===== config.mk =====
export PLATFORM = sky130hd
export DESIGN_NAME = sum_xchg_tx_flat
export DESIGN_NICKNAME = d
export VERILOG_FILES = /design/src/rtl/sum_xchg_tx_if.sv /design/src/rtl/sum_xchg_tx.sv /design/src/flat_wrapper.sv
export SDC_FILE = /design/constraint.sdc
export NUM_CORES = 1
export LEC_CHECK = 0
export CAP_MARGIN = 20
export CORE_ASPECT_RATIO = 1.75
export CORE_MARGIN = 2
export CORE_UTILIZATION = 45
export CTS_CLUSTER_DIAMETER = 200
export DETAILED_ROUTE_END_ITERATION = 10
export DONT_BUFFER_PORTS = 1
export GPL_TIMING_DRIVEN = 0
export SETUP_SLACK_MARGIN = 0.4
export SLEW_MARGIN = 20
export SYNTH_ARGS = -nofsm -noshare
export SYNTH_HDL_FRONTEND = slang
export SYNTH_SLANG_ARGS = --single-unit

===== constraint.sdc =====
create_clock -name clk -period 5.7 [get_ports clk]
set_input_delay 1.14 -clock clk [delete_from_list [all_inputs] [get_ports clk]]
set_output_delay 1.14 -clock clk [all_outputs]
set_load 0.005 [all_outputs]

===== src/rtl/sum_xchg_tx_if.sv =====
// Bus between a core's psum lanes and the sum-exchange FIFO feeding the peer core.
// The master drives lanes and strobes; the slave returns the FIFO head and status.
interface sum_xchg_tx_if #(
    parameter int col     = 8,
    parameter int bw_psum = 20,
    parameter int sum_bw  = bw_psum + 4,
    parameter int depth   = 4
);
    localparam int CW = $clog2(depth + 1);

    logic [bw_psum*col-1:0] sfp_in;
    logic                   acc;
    logic                   push;
    logic                   fifo_ext_rd;
    logic [sum_bw-1:0]      sum_out;
    logic                   sum_out_vld;
    logic [CW-1:0]          count;
    logic                   ovf;
    logic                   unf;

    modport master (
        output sfp_in, acc, push, fifo_ext_rd,
        input  sum_out, sum_out_vld, count, ovf, unf
    );

    modport slave (
        input  sfp_in, acc, push, fifo_ext_rd,
        output sum_out, sum_out_vld, count, ovf, unf
    );
endinterface


===== src/rtl/sum_xchg_tx.sv =====
// Accumulates per-cycle lane magnitude sums into a saturating total and queues
// pushed totals in a small first-word-fall-through FIFO read by the peer core.
module sum_xchg_tx #(
    parameter int col     = 8,
    parameter int bw_psum = 20,
    parameter int sum_bw  = bw_psum + 4,
    parameter int depth   = 4
) (
    input  logic          clk,
    input  logic          reset,
    sum_xchg_tx_if.slave  bus
);
    localparam int PW = $clog2(depth);
    localparam int CW = $clog2(depth + 1);

    logic [sum_bw-1:0] w_abs [col];
    logic [sum_bw-1:0] w_lane_sum;
    logic [sum_bw:0]   w_add;
    logic [sum_bw-1:0] w_sat;
    logic [sum_bw-1:0] w_push_val;
    logic [sum_bw-1:0] w_head_nxt;
    logic              w_empty, w_full, w_pop, w_wr;
    logic [CW-1:0]     w_count_nxt;
    logic [PW-1:0]     w_rd_inc;

    logic [sum_bw-1:0] r_total;
    logic [sum_bw-1:0] r_mem [depth];
    logic [PW-1:0]     r_wr_ptr, r_rd_ptr;
    logic [CW-1:0]     r_count;
    logic [sum_bw-1:0] r_sum_out;
    logic              r_ovf, r_unf;

    // Magnitude fits bw_psum bits unsigned, including the most negative lane value.
    for (genvar k = 0; k < col; k++) begin : g_lane
        logic [bw_psum-1:0] w_lane, w_mag;
        assign w_lane   = bus.sfp_in[bw_psum*k +: bw_psum];
        assign w_mag    = w_lane[bw_psum-1] ? (~w_lane + bw_psum'(1)) : w_lane;
        assign w_abs[k] = {{(sum_bw-bw_psum){1'b0}}, w_mag};
    end

    always_comb begin
        w_lane_sum = '0;
        for (int k = 0; k < col; k++) w_lane_sum = w_lane_sum + w_abs[k];
    end

    assign w_add      = {1'b0, r_total} + {1'b0, w_lane_sum};
    assign w_sat      = w_add[sum_bw] ? '1 : w_add[sum_bw-1:0];
    assign w_push_val = bus.acc ? w_sat : r_total;

    assign w_empty     = (r_count == '0);
    assign w_full      = (r_count == CW'(depth));
    assign w_pop       = bus.fifo_ext_rd & ~w_empty;
    // A full FIFO still accepts a push when the same cycle frees a slot.
    assign w_wr        = bus.push & (~w_full | bus.fifo_ext_rd);
    assign w_count_nxt = r_count + {{(CW-1){1'b0}}, w_wr} - {{(CW-1){1'b0}}, w_pop};
    assign w_rd_inc    = r_rd_ptr + PW'(1);

    // Head register: a write lands at the head only when it becomes the sole entry.
    always_comb begin
        w_head_nxt = r_sum_out;
        if (w_wr && w_count_nxt == CW'(1))
            w_head_nxt = w_push_val;
        else if (w_pop && w_count_nxt != '0)
            w_head_nxt = r_mem[w_rd_inc];
    end

    always_ff @(posedge clk or negedge reset) begin
        if (!reset) begin
            r_total   <= '0;
            r_wr_ptr  <= '0;
            r_rd_ptr  <= '0;
            r_count   <= '0;
            r_sum_out <= '0;
            r_ovf     <= 1'b0;
            r_unf     <= 1'b0;
        end else begin
            if (bus.push)     r_total <= '0;
            else if (bus.acc) r_total <= w_sat;
            if (w_wr)  r_wr_ptr <= r_wr_ptr + PW'(1);
            if (w_pop) r_rd_ptr <= w_rd_inc;
            r_count   <= w_count_nxt;
            r_sum_out <= w_head_nxt;
            if (bus.push && w_full && !bus.fifo_ext_rd) r_ovf <= 1'b1;
            if (bus.fifo_ext_rd && w_empty)             r_unf <= 1'b1;
        end
    end

    // Storage needs no reset; occupancy alone decides what is visible.
    always_ff @(posedge clk) begin
        if (w_wr) r_mem[r_wr_ptr] <= w_push_val;
    end

    assign bus.sum_out     = r_sum_out;
    assign bus.sum_out_vld = ~w_empty;
    assign bus.count       = r_count;
    assign bus.ovf         = r_ovf;
    assign bus.unf         = r_unf;
endmodule

===== src/flat_wrapper.sv =====
// flat-port wrapper written by rule: the top's interface ports become plain ports
module sum_xchg_tx_flat 
#(
    parameter int col     = 8,
    parameter int bw_psum = 20,
    parameter int sum_bw  = bw_psum + 4,
    parameter int depth   = 4
)
  (clk, reset, bus_sfp_in, bus_acc, bus_push, bus_fifo_ext_rd, bus_sum_out, bus_sum_out_vld, bus_count, bus_ovf, bus_unf);
  sum_xchg_tx_if #(.col(col), .bw_psum(bw_psum), .sum_bw(sum_bw), .depth(depth)) bus_i ();
  input  logic clk;
  input  logic reset;
  input wire logic [$bits(bus_i.sfp_in)-1:0] bus_sfp_in;
  input wire logic [$bits(bus_i.acc)-1:0] bus_acc;
  input wire logic [$bits(bus_i.push)-1:0] bus_push;
  input wire logic [$bits(bus_i.fifo_ext_rd)-1:0] bus_fifo_ext_rd;
  output wire logic [$bits(bus_i.sum_out)-1:0] bus_sum_out;
  output wire logic [$bits(bus_i.sum_out_vld)-1:0] bus_sum_out_vld;
  output wire logic [$bits(bus_i.count)-1:0] bus_count;
  output wire logic [$bits(bus_i.ovf)-1:0] bus_ovf;
  output wire logic [$bits(bus_i.unf)-1:0] bus_unf;
  assign bus_i.sfp_in = bus_sfp_in;
  assign bus_i.acc = bus_acc;
  assign bus_i.push = bus_push;
  assign bus_i.fifo_ext_rd = bus_fifo_ext_rd;
  assign bus_sum_out = bus_i.sum_out;
  assign bus_sum_out_vld = bus_i.sum_out_vld;
  assign bus_count = bus_i.count;
  assign bus_ovf = bus_i.ovf;
  assign bus_unf = bus_i.unf;
  sum_xchg_tx #(.col(col), .bw_psum(bw_psum), .sum_bw(sum_bw), .depth(depth)) u_core (.clk(clk), .reset(reset), .bus(bus_i));
endmodule

Word-level counts from Yosys, hierarchy flattened. Memory sizes are Yosys's and may differ from the RTL's. Index checks and enable logic that the tools add are counted.

Equality and inequality tests: 2. Reduce and logical (&&, ||, !) cells: 9. Bitwise gates (word level): 13. $add $sub $neg: 20. Mux-type cells: 15.

Operators by type and width (count): adder 20 x 1 -> 20 bit (second input constant) (8); 2-to-1 mux 20 bit (8); inverter 20 bit (8); adder 24 x 20 -> 24 bit (6); 2-to-1 mux 24 bit (5); adder 24 x 24 -> 25 bit (1); adder 20 x 20 -> 21 bit (1); logical AND 1 bit (5); adder 2 x 1 -> 2 bit (second input constant) (2); adder 3 x 1 -> 3 bit (1); == test 3 x 1 -> 1 bit (second input constant) (1); == test 3 bit (second input constant) (1); logical NOT 3 bit (1); nonzero test 3 bit (1); subtractor 3 x 1 -> 3 bit (1); bitwise AND 1 bit (2); 2-to-1 mux 1 bit (2); inverter 1 bit (2); nonzero test 2 bit (1); logical NOT 1 bit (1); OR 1 bit (1).

Input bits: 165. Memory bits (writable): 96. Memories: 1. Bits in registers: 57.

Memories: u_core.r_mem (words 4, bits a word 24, rd ports 1, clocked after memory_dff 0, wr ports 1, RTL line sum_xchg_tx.sv:27) `logic [sum_bw-1:0] r_mem [depth];`.

Longest topological paths before layout.
Word-level depth: 14. Gate-level depth with buffers: 40. Gate-level depth less buffers: 39.

Least setup slack after synthesis. Ideal clock, no wire load.

Path kind: input -> register. Start point: input bus_sfp_in[6]. End point: memory u_core.r_mem[0][18] (netlist name) (data pin). Buffers on the path: 2. Data required time: 5.426 ns. Stages on the path: 35. Setup slack: -3.759 ns. Arrival time: 9.185 ns. Path through: or4_4 or3_2 o41ai_1 xnor2_1 ha_1 o21a_1 o211ai_1 o22a_1 o21ai_0 xnor2_1 fa_1 fa_1 inv_1 fa_1 inv_1 fa_1 inv_1 ha_1 nand2_1 or2_2 a2111oi_0 or4b_1 a21oi_1 xnor2_1 ha_1 clkbuf_1 a21o_1 a221o_1 a21oi_1 o21a_1 o21a_1 buf_2 o21ai_0 o21ai_0 inv_1.

Cells in the longest elaborated chain, start to end: 13.

Ends and longest elaborated chain: from (decl) (RTL line flat_wrapper.sv:13) `input wire logic [$bits(bus_i.sfp_in)-1:0] bus_sfp_in;`; inverter 20 bit (RTL line sum_xchg_tx.sv:37) `assign w_mag = w_lane[bw_psum-1] ? (~w_lane + bw_psum'(1)) : w_lane;`; adder 20 x 1 -> 20 bit (RTL line sum_xchg_tx.sv:37); 2-to-1 mux 20 bit * (RTL line sum_xchg_tx.sv:37); adder 20 x 20 -> 21 bit * (RTL line sum_xchg_tx.sv:43) `for (int k = 0; k < col; k++) w_lane_sum = w_lane_sum + w_abs[k];`; adder 24 x 20 -> 24 bit * (6 in series) (RTL line sum_xchg_tx.sv:43); adder 24 x 24 -> 25 bit * (RTL line sum_xchg_tx.sv:46) `assign w_add = {1'b0, r_total} + {1'b0, w_lane_sum};`; 2-to-1 mux 24 bit * (RTL line sum_xchg_tx.sv:47) `assign w_sat = w_add[sum_bw] ? '1 : w_add[sum_bw-1:0];`; 2-to-1 mux 24 bit * (RTL line sum_xchg_tx.sv:48) `assign w_push_val = bus.acc ? w_sat : r_total;`; net u_core.w_push_val[18] (RTL line sum_xchg_tx.sv:20) `logic [sum_bw-1:0] w_push_val;`; to (decl) (RTL line sum_xchg_tx.sv:27).

Mark *: on every way through the listed nets, which the timed path passes. The rest lies on a longest branch.

Final worst setup path.
Start point: input bus_sfp_in[6]. End point: memory u_core.r_mem[0][13] (netlist name) (data pin).

The elaborated chain is that of the path after synthesis.

==> summary.txt <==
GRT
  – Pin count of the biggest net entering global routing: 58
  – GRT overflow: 0
  – Met1 GRT Util: 22.7%
  – Global-route wire length before repair: 66.8 mm
  – Met2 Track Usage GR: 53.1%
  – Initial antenna violation count: 0
  – Met3 Resource Use GR: 6.39%
  – Number of global-route vias before repair: 12400
  – Global Route Usage Sum: ~26%
  – Most Crowded Layer GR: met2

Cells and area
  – N_diodes: 0
  – Share of cells above drive strength 1: between 20% and 30%
  – Post-route cell area: between 15000 and 20000 sq um
  – Nets: 1902
  – Most frequent cells in the layout: inv_1, xnor2_1, fa_1
  – Number of fill cells: 2699
  – P&R area growth vs syn: 23.5%

Place
  – RePlAce Congestion: 0.915
  – Placed Area: 15300 sq um
  – DPL Wire Length: 34.6 mm
  – I/O Buffers: 0

Setup path
  – Worst r2r dst: u_core.bus.sum_out[17]$_DFFE_PN0P_
  – CP Capture Type: register
  – Critical R2R Launch: u_core.bus.count[1]$_DFF_PN0_
  – Critical path class: input pin to register
  – CP top delay family: adder cells
  – Worst EP required: 5870 ps
  – Reg-to-reg setup timing slack: around 1500 ps
  – Slowest Stage Delay on Critical Path: 580 ps
  – Maximum fanout along the worst path: 5
  – Slowest CP cell: or4b_4
  – Buf/Inv on CP: 7
  – Crit. Startpoint: bus_sfp_in[6]
  – Crit path DAT: about 9200 ps
  – Worst path depth: 37
  – FF-to-FF path depth: 16
  – CP startpoint kind: input pin

STA
  – Slew HR: 35.2%
  – Slew @ Worst Pin: between 900 and 1000 ps
  – Final setup violation count: 144
  – Min cycle time layout: 9050 ps
  – Final worst slack: -3350 ps
  – RSZ-0062 raised after global routing: true
  – Fmax: 110 MHz
  – Final hold viol count: 0
  – Setup TNS Final: -462580 ps
  – Pins Over Slew Limit: 0
  – Crit share post-route: 159%
  – Clock skew: 7.72 ps

Synth
  – Number of enable flip-flop cells after synthesis: 96
  – Syn nets: around 1800
  – Mean post-synth cell area: about 10 sq um
  – Top FF cell, synth: edfxtp_1
  – Gate Count Post-Synth: 1438
  – Yosys Warn Count: 0
  – #FFs+latches synth: about 150
  – Ys async rst share: 37.3%
  – Unique masters post-synth: 70
  – Seq/Total Area, Yosys: 29.8%
  – Cell Area, Synth: roughly 14000 sq um

Clocking
  – Clock Pin Slew Worst Setup and Hold Paths: 60 ps
  – Maximum level of the CTS H-tree: 4
  – CTS tree: done
  – Cts hold-fix bufs: 0
  – CTS buffer count: 17
  – Worst skew pair latency: approximately 430 ps
  – Clock root cell: clkbuf_16
  – Clock Sinks: 153
  – Max clock buf depth: 2

Floorplan
  – Starting density of the core: 45.9%
  – # IOs: 195
  – # rows: 86
  – Full die area: around 34000 sq um
  – Die width: 139 um
  – Core Footprint: 31500 sq um
  – Die H: 241 um

Routing
  – Vias: 11300
  – Routed Antenna Nets: 0
  – Post-DR vias/cell: 5.79
  – Initial DRT Pass Iterations: 5
  – WL/cell: 22.2 um
  – DR iter-0 viols: 365
  – Detailed-route DRC error count: 0
  – DRT Wirelength: 43.5 mm

Flow run
  – Max-cap violation count: 0

Outcome
  – Failing checks: negative setup slack
  – Outcome: finished with violations

Hold path
  – Worst Hold Class: input pin to async pin
[logic make-up (layout without fill, tap and decap cells)]
family | Yosys count | in the layout | synth area share [%]
compound gates | 325 | 325 | 14.6
xor+xnor | 192 | 192 | 11.6
fa+ha+maj | 188 | 188 | 21.5
buf+inv | 194 | 318 | 5.06
flops | 153 | 153 | 29.8
mux | 39 | 39 | 4.78
simple gates | 347 | 347 | 12.6
[worst max path at each step]
stage | to | slack, ps
5_1_grt | u_core.r_mem[0][13]$_DFFE_PP_ | -3620
3_5_place_dp | u_core.r_mem[0][3]$_DFFE_PP_ | -4790
6_report | u_core.r_mem[0][13]$_DFFE_PP_ | -3350
4_1_cts | u_core.r_mem[0][13]$_DFFE_PP_ | -3280
2_1_floorplan | u_core.r_mem[0][18]$_DFFE_PP_ | -3270
3_3_place_gp | u_core.r_mem[0][3]$_DFFE_PP_ | -4770
[through the flow]
stage | utilization, % | cells | setup slack (ps) | hold WS [ps]
2_1_floorplan | - | 1438 | -3270 | 451
3_3_place_gp | 48.4 | 1834 | -4770 | 470
6_report | 56.6 | 1958 | -3350 | 405
5_1_grt | 56.6 | 1958 | -3620 | 392
3_5_place_dp | 48.5 | 1834 | -4790 | 490
4_1_cts | 54.5 | 1922 | -3280 | 393
[layout make-up]
cell class,count,area (sq um),area share [%]
buffer,41,256,1.44
clock buffer,18,429,2.40
clock inverter,14,270,1.51
inverter,153,574,3.22
multi-input combinational,1091,10700,59.8
sequential,153,4310,24.1
tap,396,495,2.77
timing repair buffer,92,837,4.69
[Yosys cell counts (5+ instances only)]
library cell / number / area share, %
inv_1: 153 / 4.0
xnor2_1: 130 / 7.9
nand2_1: 106 / 2.8
fa_1: 101 / 14
edfxtp_1: 96 / 20
ha_1: 87 / 7.5
o21ai_0: 79 / 2.7
a21oi_1: 76 / 2.6
nor2_1: 64 / 1.7
xor2_1: 62 / 3.8
dfrtp_1: 57 / 9.9
o31ai_1: 32 / 1.7
clkbuf_1: 31 / 0.80
nor2b_1: 30 / 1.3
or3_1: 25 / 1.1
a21o_1: 24 / 1.2
mux4_2: 24 / 3.7
a211oi_1: 22 / 1.1
nand2b_1: 20 / 0.87
o41ai_1: 19 / 1.2
nand3_1: 18 / 0.62
mux2i_1: 15 / 1.0
nor3_1: 15 / 0.52
o21a_1: 13 / 0.68
or4_1: 13 / 0.68
o22ai_1: 11 / 0.48
nor4_1: 9 / 0.39
and2_1: 7 / 0.30
buf_1: 7 / 0.18
o21bai_1: 6 / 0.31
a211o_1: 5 / 0.30
and3_1: 5 / 0.22
o211ai_1: 5 / 0.26
or2_2: 5 / 0.22
[metal layers]
layer | vias up | part of all wire (%)
met5 | - | 0
met4 | 0 | 5.2
met3 | 83 | 6.3
met2 | 300 | 59
met1 | 5653 | 30
li1 | 5294 | -
[timing repair]
item	4_1_cts	5_1_grt
setup buffers	54	36
cloned	2	0
hold endpoints to repair	0	0
setup endpoints to repair	144	144
resized for setup	174	93
pin swaps	119	59
[registers in the layout (all words and copies together) (netlist names)]
| name | cells |
|---|---|
| u_core.r_mem | 96 |
| u_core.bus.sum_out | 24 |
| u_core.r_total | 24 |
| u_core.bus.count | 3 |
| u_core.r_rd_ptr | 2 |
| u_core.r_wr_ptr | 2 |
| u_core.bus.ovf | 1 |
| u_core.bus.unf | 1 |
Power is not shown: default switching activity piles up to over one toggle a cycle in this logic, so the estimate is an artifact.
==> variant (config.mk and constraints unchanged) <==
`bw_psum` is set to 20 in 3 places; all go to 40.
--- a/src/rtl/sum_xchg_tx_if.sv
+++ b/src/rtl/sum_xchg_tx_if.sv
@@ -4,3 +4,3 @@
     parameter int col     = 8,
-    parameter int bw_psum = 20,
+    parameter int bw_psum = 40,
     parameter int sum_bw  = bw_psum + 4,
--- a/src/rtl/sum_xchg_tx.sv
+++ b/src/rtl/sum_xchg_tx.sv
@@ -4,3 +4,3 @@
     parameter int col     = 8,
-    parameter int bw_psum = 20,
+    parameter int bw_psum = 40,
     parameter int sum_bw  = bw_psum + 4,
--- a/src/flat_wrapper.sv
+++ b/src/flat_wrapper.sv
@@ -4,3 +4,3 @@
     parameter int col     = 8,
-    parameter int bw_psum = 20,
+    parameter int bw_psum = 40,
     parameter int sum_bw  = bw_psum + 4,
Interface: changed (resized bus_sfp_in and bus_sum_out); port bits go from 195 to 375. No check against the original RTL was run, so the function may have changed too.
==> variant against the unedited design <==
- the run still ends with setup timing left
- worst setup slack worse by 2.0 ns
- first-iteration DRC count rose to 2.6 times the old value
- sequential cell count up 120
- sequential share of layout area down 0.16 points
- wire length increased by 130%
- cell area grew 80%
- area after synthesis is 95% higher
- synthesized cell count increased by 100%
- critical path type unchanged
- highest routed layer unchanged
Power is not shown: default switching activity piles up to over one toggle a cycle in this logic, so the estimate is an artifact.
==> variant: results (changes against the unedited design) <==
Run status
  • Outcome: complete, but fails checks
  • Failing checks: setup timing

Setup path
  • Worst setup path endpoint: u_core.r_total[37]
  • Signal arrival time at the worst endpoint: 11.49 ns (+2.27 ns)
  • Reg2reg start: u_core.bus.count[1]
  • Crit Reg-Reg Endpoint: u_core.bus.sum_out[2]
  • Critical-path cell with the highest stage delay: fa_1
  • Critical Path Source: bus_sfp_in[12]
  • Largest incremental delay on the critical path: 0.55 ns (-0.03 ns)
  • Critical path fanouts, max: 9 (+4)
  • Setup slack on the worst flop-to-flop path: 0.80 ns (-0.67 ns)

Synthesis
  • Number of nets in the synthesized netlist: 3599 (+100%)
  • Count of flip-flops with a built-in enable after synthesis: 176 (+83%)
  • FFs w/ async S/R, synth: 0.355 (-0.0172)
  • Cell types occupying the most area after synthesis: edfxtp_1 19%, fa_1 14%, xnor2_1 9.0%, dfrtp_1 8.6%, ha_1 6.5%
  • Synth top cells by count: 312 x inv_1, 291 x xnor2_1, 201 x fa_1, 180 x nand2_1, 176 x edfxtp_1
  • Unique masters post-synth: 74 (+5.7%)
  • Sequential cell area fraction in the yosys report: 0.273 (-0.0248)

Clock network
  • Clock transition at the register clock pins on the worst setup and hold paths after CTS: 0.08 ns (+0.02 ns)
  • Buffer levels on the longest clock path: 3 (+1)
  • Worst-skew pair later-pin latency: 0.52 ns (+0.09 ns)
  • Number of buffers inserted during clock tree synthesis: 19 (+2)
  • H-tree levels: 1 (-3)

Timing
  • Count of final setup violators: 264 (+83%)
  • Setup ws final: -5.36 ns (-2.00 ns)
  • Slew Limit Headroom: 0.226 (-0.126)
  • Clock skew: 0.0280 ns (+0.0203 ns)

Global route
  • Largest net degree at the start of global routing: 98 (+69%)
  • First-pass GRT wire length: 149000 um (+120%)
  • Global routing usage summed across all routing layers: 0.304 (+0.0439)
  • Vias in the first global route: 24800 (+100%)

Finish
  • Nets: 3687 (+94%)
  • Share of layout cells above drive strength 1: 0.142 (-0.105)
  • Largest register FFs: 176 (+83%)

Placement
  • Post-placement worst setup slack: -7.64 ns (-2.85 ns)
  • Post-detail-place hpwl: 84600 um (+140%)
  • Global placer's final weighted congestion: 0.942 (+2.9%)

Route
  • Starting DRC count in detailed routing: 953 (+160%)
  • Via Count: 22700 (+100%)
  • Wire length per cell: 26.0 um (+17%)
## variant: routing by layer
| metal | part of all wire | GRT usage | wire length, um | vias to the layer above |
|---|---|---|---|---|
| met4 | 0.075 | 0.192 | 7460 | 0 |
| met2 | 0.54 | 0.588 | 53900 | 726 |
| li1 | - | - | - | 10600 |
| met5 | 0 | 0 | 0 | - |
| met1 | 0.32 | 0.284 | 31600 | 11100 |
| met3 | 0.065 | 0.0679 | 6410 | 233 |
## variant: critical path: cells and delay by family
family | cells | cell delay [ns]
buffers and inverters | 6 | 0.59
AND/OR/NAND/NOR | 13 | 3.91
adder cells (fa/ha/maj) | 7 | 2.93
AO/OA/AOI/OAI | 15 | 2.68
XOR/XNOR | 2 | 0.25
## variant: how the worst min path moves through the flow
stage / from / endpoint / slack (ns) / cells past startpoint
6_report: reset / u_core.bus.sum_out[37] / 0.33 / 0
5_1_grt: reset / u_core.r_total[41] / 0.31 / 0
4_1_cts: reset / u_core.bus.sum_out[24] / 0.31 / 0
3_5_place_dp: u_core.bus.ovf / u_core.bus.ovf / 0.48 / 1
3_3_place_gp: u_core.bus.ovf / u_core.bus.ovf / 0.48 / 1
2_1_floorplan: u_core.bus.ovf / u_core.bus.ovf / 0.45 / 1
## variant: through the flow
step	cells	TNS, ns	hold slack [ns]	util	instance area (um^2)
final	3826	-1379.38	0.325	0.518	32200
after detailed placement	3729	-1954.86	0.482	0.478	29700
after global routing	3826	-1460.78	0.313	0.518	32200
after global placement	3725	-1979.92	0.480	0.476	29600
after CTS	3795	-1373.12	0.306	0.507	31500
after floorplan	2926	-1250.23	0.451	-	28600
## variant: cell type report
type	instances	area (um^2)
buffer	102	539
clock buffer	23	500
clock inverter	11	116
fill	5682	29900
inverter	312	1170
multi-input combinational	2239	20500
sequential	273	7710
tap	799	1000
timing repair buffer	67	683
## variant: cell families (layout without fill, tap and decap cells)
kind of cell               after synthesis  after routing  share of synthesized area
buffers and inverters                  414            515                     0.0551
and+or+nand+nor                        681            681                      0.125
adders and majority gates              348            348                      0.208
muxes                                   60             60                     0.0408
xor gates and xnor gates               404            404                      0.125
DFF                                    273            273                      0.273
AOI/OAI and AO/OA                      746            746                      0.173
## variant: repair_timing
item / in CTS / in global routing
pin swaps: 71 / 65
endpoints found under the setup margin: 264 / 264
gates resized for setup: 209 / 108
hold buffers: 0 / 0
gates cloned: 3 / 1
setup buffers: 29 / 30
